### config.mk
export PLATFORM = sky130hd
export DESIGN_NAME = cook_timer
export DESIGN_NICKNAME = d
export VERILOG_FILES = /design/src/rtl/cook_timer.sv
export SDC_FILE = /design/constraint.sdc
export NUM_CORES = 1
export LEC_CHECK = 0
export ABC_AREA = 0
export ABC_CLOCK_PERIOD_IN_PS = 2900
export CAP_MARGIN = 10
export CORE_AREA = 2 2 69 52
export CTS_CLUSTER_SIZE = 25
export DETAILED_ROUTE_END_ITERATION = 7
export DIE_AREA = 0 0 71 54
export GPL_ROUTABILITY_DRIVEN = 0
export PLACE_DENSITY = 0.82
export SYNTH_ARGS = -nofsm -noshare
export SYNTH_HDL_FRONTEND = slang
export SYNTH_SLANG_ARGS = --single-unit
### constraint.sdc
create_clock -name clock_in -period 2.9 [get_ports clock_in]
set_input_delay 0.58 -clock clock_in [delete_from_list [all_inputs] [get_ports clock_in]]
set_output_delay 0.58 -clock clock_in [all_outputs]
set_load 0.03 [all_outputs]
### src/rtl/cook_timer.sv
// Microwave cook timer: BCD keypad entry, 1 Hz countdown, door/stop pause handling
// and an end-of-cook beeper held for DONE_TICKS seconds.
module cook_timer #(
  parameter int DONE_TICKS = 3
) (
  input  logic       clock_in,
  input  logic       reset_n,
  input  logic       tick_in,
  input  logic       key_valid,
  input  logic [3:0] key_digit,
  input  logic       start,
  input  logic       stop_clear,
  input  logic       door_open,
  output logic [3:0] min_tens,
  output logic [3:0] min_ones,
  output logic [3:0] sec_tens,
  output logic [3:0] sec_ones,
  output logic       magnetron_on,
  output logic       done
);

  localparam int CNT_W = (DONE_TICKS > 1) ? $clog2(DONE_TICKS) : 1;
  localparam logic [CNT_W-1:0] CNT_LAST = CNT_W'(DONE_TICKS - 1);

  typedef enum logic [2:0] {
    IDLE  = 3'd0,
    SET   = 3'd1,
    RUN   = 3'd2,
    PAUSE = 3'd3,
    DONE  = 3'd4
  } state_t;

  state_t state_reg, state_next;

  // Digit index 0 is sec_ones, 3 is min_tens.
  logic [3:0] digit_reg   [4];
  logic [3:0] digit_next  [4];
  logic [3:0] shift_digit [4];
  logic [3:0] dec_digit   [4];

  logic [CNT_W-1:0] done_cnt_reg, done_cnt_next;
  logic             magnetron_reg, done_reg;

  // sync_reg[1:0] is the two-flop synchronizer, sync_reg[2] the edge-detect history.
  logic [2:0] sync_reg;
  // valid_reg tracks which sync stages hold real samples since reset, so a level that
  // is already high at reset release is never mistaken for a rising edge.
  logic [2:0] valid_reg;
  logic       tick_pulse;

  always_ff @(posedge clock_in or negedge reset_n) begin
    if (!reset_n) begin
      sync_reg  <= '0;
      valid_reg <= '0;
    end else begin
      sync_reg  <= {sync_reg[1:0], tick_in};
      valid_reg <= {valid_reg[1:0], 1'b1};
    end
  end

  assign tick_pulse = valid_reg[2] & sync_reg[1] & ~sync_reg[2];

  for (genvar gi = 0; gi < 4; gi++) begin : g_shift
    if (gi == 0) begin : g_lsd
      assign shift_digit[gi] = key_digit;
    end else begin : g_upper
      assign shift_digit[gi] = digit_reg[gi-1];
    end
  end

  // Countdown with borrow; entered sec_tens above 5 simply count down, only a borrow reloads 5.
  always_comb begin
    dec_digit = digit_reg;
    if (digit_reg[0] != 4'd0) begin
      dec_digit[0] = digit_reg[0] - 4'd1;
    end else begin
      dec_digit[0] = 4'd9;
      if (digit_reg[1] != 4'd0) begin
        dec_digit[1] = digit_reg[1] - 4'd1;
      end else begin
        dec_digit[1] = 4'd5;
        if (digit_reg[2] != 4'd0) begin
          dec_digit[2] = digit_reg[2] - 4'd1;
        end else begin
          dec_digit[2] = 4'd9;
          dec_digit[3] = digit_reg[3] - 4'd1;
        end
      end
    end
  end

  logic digits_zero, dec_zero, key_ok;

  assign digits_zero = (digit_reg[0] == 4'd0) && (digit_reg[1] == 4'd0) &&
                       (digit_reg[2] == 4'd0) && (digit_reg[3] == 4'd0);
  assign dec_zero    = (dec_digit[0] == 4'd0) && (dec_digit[1] == 4'd0) &&
                       (dec_digit[2] == 4'd0) && (dec_digit[3] == 4'd0);
  assign key_ok      = key_valid && (key_digit <= 4'd9);

  always_comb begin
    state_next    = state_reg;
    digit_next    = digit_reg;
    done_cnt_next = done_cnt_reg;
    case (state_reg)
      IDLE, SET: begin
        if (stop_clear) begin
          state_next = IDLE;
          digit_next = '{default: 4'd0};
        end else if (start) begin
          // A start that cannot be honoured still consumes the cycle's key press.
          if (!door_open && !digits_zero) state_next = RUN;
        end else if (key_ok) begin
          digit_next = shift_digit;
          state_next = SET;
        end
      end
      RUN: begin
        if (door_open || stop_clear) begin
          state_next = PAUSE;
        end else if (tick_pulse) begin
          digit_next = dec_digit;
          if (dec_zero) state_next = DONE;
        end
      end
      PAUSE: begin
        if (stop_clear) begin
          state_next = IDLE;
          digit_next = '{default: 4'd0};
        end else if (start && !door_open) begin
          state_next = RUN;
        end
      end
      DONE: begin
        if (stop_clear) begin
          state_next    = IDLE;
          done_cnt_next = '0;
        end else if (tick_pulse) begin
          if (done_cnt_reg == CNT_LAST) begin
            state_next    = IDLE;
            done_cnt_next = '0;
          end else begin
            done_cnt_next = done_cnt_reg + 1'b1;
          end
        end
      end
      default: begin
        state_next    = IDLE;
        digit_next    = '{default: 4'd0};
        done_cnt_next = '0;
      end
    endcase
  end

  always_ff @(posedge clock_in or negedge reset_n) begin
    if (!reset_n) begin
      state_reg     <= IDLE;
      digit_reg     <= '{default: 4'd0};
      done_cnt_reg  <= '0;
      magnetron_reg <= 1'b0;
      done_reg      <= 1'b0;
    end else begin
      state_reg     <= state_next;
      digit_reg     <= digit_next;
      done_cnt_reg  <= done_cnt_next;
      magnetron_reg <= (state_next == RUN);
      done_reg      <= (state_next == DONE);
    end
  end

  assign sec_ones     = digit_reg[0];
  assign sec_tens     = digit_reg[1];
  assign min_ones     = digit_reg[2];
  assign min_tens     = digit_reg[3];
  assign magnetron_on = magnetron_reg;
  assign done         = done_reg;

endmodule

==> flow_metrics.py <==
metrics = {
    "run_status": {
        "run_status": "complete, no violations",
    },
    "die": {
        "coreArea_mm2": 0.00327,
        "floorplan.initialDensity": 0.532,
        "dieHeight_um": 54,
        "dieWidth_um": 71,
        "ios": 29,
        "dieArea_mm2": 0.00383,
        "placementRows": 18,
    },
    "global_route": {
        "antenna_found_initial": 0,
        "first_global_vias": 1473,
        "grt_first_pass_wirelength_um": 6960,
        "grt_start_max_net_pins": 30,
        "total_track_usage": 0.241,
        "grt.overflow.total": 0,
    },
    "detailed_routing": {
        "via_count": 1580,
        "drt.antenna.violating_nets": 0,
        "detail_route.vias_per_cell": 6.22,
        "postRouteWirelength_um": 4250,
        "drc_errors": 0,
        "drt-wirelength-per-cell_um": 16.7,
        "first_iter_violations": 161,
        "number_of_optimization_iterations_in_the_first_detailed_route_pass": 4,
    },
    "clock_tree": {
        "post_cts_buffers": 0,
        "ctsRootBufferMaster": "sky130_fd_sc_hd__clkbuf_8",
        "ctsHtreeMaxLevel": 2,
        "worst_skew_pair.late_latency_ns": 0.28,
        "clk_path_buf_depth": 2,
        "cts.sink_count": 29,
        "cts_hold_buffers_added": 0,
        "clk_pin_slew_ns": 0.07,
        "post_cts_resized": 0,
        "cts_made_buffers": 5,
        "clock_tree_from_tritoncts": "yes",
    },
    "logic_synthesis": {
        "average_cell_area_after_synthesis_um2": 9.50,
        "share_of_the_synthesized_area_in_compound_gates_ao_oa_aoi_oai": 0.246,
        "yosys.cell_types.count": 57,
        "synth-seq-cells": 29,
        "synthArstFlopShare": 1.00,
        "postSynthNetCount": 196,
        "portion_of_netlist_area_occupied_by_mux_cells": 0.00648,
        "cell_area_synth_mm2": 0.00174,
        "synth_top_area_frac": 0.418,
        "synth_area_leader_cell": "sky130_fd_sc_hd__dfrtp_1",
        "netlist_instances": 183,
        "synth_xor_xnor_area_share": 0.0101,
        "post_synth_and_or_nand_nor_area_fraction": 0.238,
        "synth_top_cells_by_area": "sky130_fd_sc_hd__dfrtp_1, sky130_fd_sc_hd__a21oi_1, sky130_fd_sc_hd__nand2_1",
        "ys.warnings.count": 0,
        "synth_edf_count": 0,
        "ys_seq_area_frac": 0.418,
        "dominant_combinational_cell_family_by_area_after_synthesis": "compound AO/OA/AOI/OAI gates",
        "synth-adder-area-share": 0.0144,
        "synth-main-ff-cell": "sky130_fd_sc_hd__dfrtp_1",
    },
    "power": {
        "p_int_mw": 1.22,
        "seq_power_share": 0.314,
        "power.share.clock": 0.165,
        "swShare": 0.458,
        "power.net_switching_mw": 1.03,
        "worst_ir_drop_vdd_v": 0.000649,
        "power_leakage_nw": 0.857,
        "power_density_over_cell_area_mw_per_mm2": 1070,
        "combPwrFrac": 0.521,
    },
    "cells_and_area": {
        "final_net_count": 226,
        "fin_area_mm2": 0.00211,
        "antenna-diode-count": 0,
        "fillers": 261,
        "layout-area-overhead-vs-synth_pct": 21.3,
        "layout-drive-gt1-share": 0.131,
    },
    "place": {
        "detailed_place.area_mm2": 0.00201,
        "place.detailed.hpwl_um": 2920,
        "io_buffers": 28,
    },
    "timing": {
        "post-route-min-period_ns": 2.36,
        "setup-tns-final_ns": 0,
        "skew_ns": 0.00613,
        "hold_viol_final": 0,
        "whs_ns": 0.347,
        "timing_worst_slew_pin_value_ns": 0.722,
        "timing.final.max_slew_violations": 0,
        "slew_headroom": 0.519,
        "grt_setup_unrepaired": "no",
        "maxClockFrequency_mhz": 423,
        "finalCritPeriodShare": 0.815,
        "finalSetupViolCount": 0,
    },
    "setup_path": {
        "critical_path.startpoint_type": "input pin",
        "max_stage_delay_ns": 0.67,
        "timing.critical_path.fanout_max": 16,
        "worst-endpoint-required_ns": 3.10,
        "worst_ep_arrival_time_ns": 2.57,
        "timing.critical_path.cells": "clkdlybuf4s50_1, nor3_1, a211o_1, o221ai_2, o21ai_0, o211ai_1",
        "setup.worst_path.class": "in2reg",
        "timing.critical_path.to_type": "flop",
        "slowest_stage": "sky130_fd_sc_hd__clkdlybuf4s50_1",
        "r2r_cells": 5,
    },
    "job": {
        "max_cap_viol_count": 0,
    },
    "worst_hold_path": {
        "hold-path-cell-count": 0,
        "hold_class": "reg2reg",
    },
}
power groups by stage:
stage,registers [mW],clock network [mW],logic [mW]
5_1_grt,0.731,0.394,1.28
2_1_floorplan,0.796,0,0.760
3_5_place_dp,0.705,0,1.16
3_3_place_gp,0.697,0,1.12
6_report,0.706,0.370,1.17
4_1_cts,0.700,0.375,1.16
critical path: cells and delay by family:
kind            cells  cell delay (ns)
simple gates        1             0.12
buf+inv             1             0.67
compound gates      4             1.19
final timing paths:
kind / startpoint / slack, ns / to
worst min register to register: valid_reg[1] / 0.35 / valid_reg[2]
worst max-delay path: stop_clear / 0.54 / min_ones[2]
worst max register to register: sec_tens[0] / 0.86 / magnetron_on
min in group asynchronous: reset_n / 0.68 / sync_reg[2]
max in group asynchronous: reset_n / 1.95 / done_cnt_reg[0]
worst min-delay path: valid_reg[1] / 0.35 / valid_reg[2]
per-layer routing:
| layer | part of all wire | wire, um | vias to the layer above | track usage |
|---|---|---|---|---|
| met5 | 0 | 0 | - | 0 |
| met4 | 0.022 | 95 | 0 | 0.107 |
| met3 | 0.072 | 305 | 10 | 0.0637 |
| met2 | 0.43 | 1850 | 70 | 0.354 |
| met1 | 0.47 | 2000 | 764 | 0.336 |
| li1 | - | - | 736 | - |
cell usage in the layout, fill, tap and decap left out, drive strengths merged, types with 3 or more instances in the layout:
cell / netlist / final
clkbuf: 3 / 7
o211ai: 3 / 3
nor4: 4 / 4
nand2b: 4 / 4
a21oi: 14 / 14
o21ai: 19 / 19
buf: 6 / 4
a21o: 3 / 3
clkdlybuf4s50: 0 / 28
and3: 3 / 3
a22oi: 4 / 4
nand3: 8 / 8
nor3: 8 / 8
dfrtp: 29 / 29
nand2: 18 / 18
inv: 6 / 6
nor2: 12 / 12
area by class of cell:
class                           count  area, um^2  area share
Tap cell                           40        50.0      0.0237
Sequential cell                    29         726       0.344
Multi-Input combinational cell    139         898       0.426
Timing Repair Buffer               32         310       0.147
Clock inverter                      1        5.00     0.00237
Clock buffer                        7        96.3      0.0457
Inverter                            6        22.5      0.0107
cell usage after synthesis (2+ instances only):
cell type and number:
sky130_fd_sc_hd__a21o_1 3, sky130_fd_sc_hd__o211ai_1 2, sky130_fd_sc_hd__nand3_1 7, sky130_fd_sc_hd__clkbuf_8 2, sky130_fd_sc_hd__a21oi_1 14, sky130_fd_sc_hd__buf_6 2
sky130_fd_sc_hd__nor2b_1 2, sky130_fd_sc_hd__inv_1 6, sky130_fd_sc_hd__xnor2_1 2, sky130_fd_sc_hd__nor4_4 2, sky130_fd_sc_hd__buf_2 2, sky130_fd_sc_hd__dfrtp_1 29
sky130_fd_sc_hd__and3_1 3, sky130_fd_sc_hd__a22oi_1 3, sky130_fd_sc_hd__nand2_1 18, sky130_fd_sc_hd__o21ai_0 12, sky130_fd_sc_hd__nand3b_1 2, sky130_fd_sc_hd__a31oi_1 2
sky130_fd_sc_hd__nand2b_1 4, sky130_fd_sc_hd__ha_1 2, sky130_fd_sc_hd__o21ai_1 6, sky130_fd_sc_hd__nor4_1 2, sky130_fd_sc_hd__nand4b_1 2, sky130_fd_sc_hd__a211o_1 2
sky130_fd_sc_hd__nor3_1 8, sky130_fd_sc_hd__nor2_1 12, sky130_fd_sc_hd__a31o_2 2
cells by family (layout without fill, tap and decap cells):
family                     count (synthesis)  count (layout)
AOI/OAI and AO/OA                         62              62
xor gates and xnor gates                   2               2
adders and majority gates                  2               2
buffers and inverters                     15              46
DFF                                       29              29
muxes                                      1               1
other                                      1               1
and+or+nand+nor                           71              71
through the flow:
stage | worst slack [ns] | power, mW | cells | util
after floorplan | 0.958 | 1.56 | 183 | -
after global placement | 0.342 | 1.82 | 246 | 0.615
after detailed placement | 0.259 | 1.86 | 246 | 0.615
after CTS | 0.548 | 2.24 | 254 | 0.646
after global routing | 0.350 | 2.40 | 254 | 0.646
final | 0.536 | 2.25 | 254 | 0.646
No activity file was read; power rests on OpenSTA's default activity.
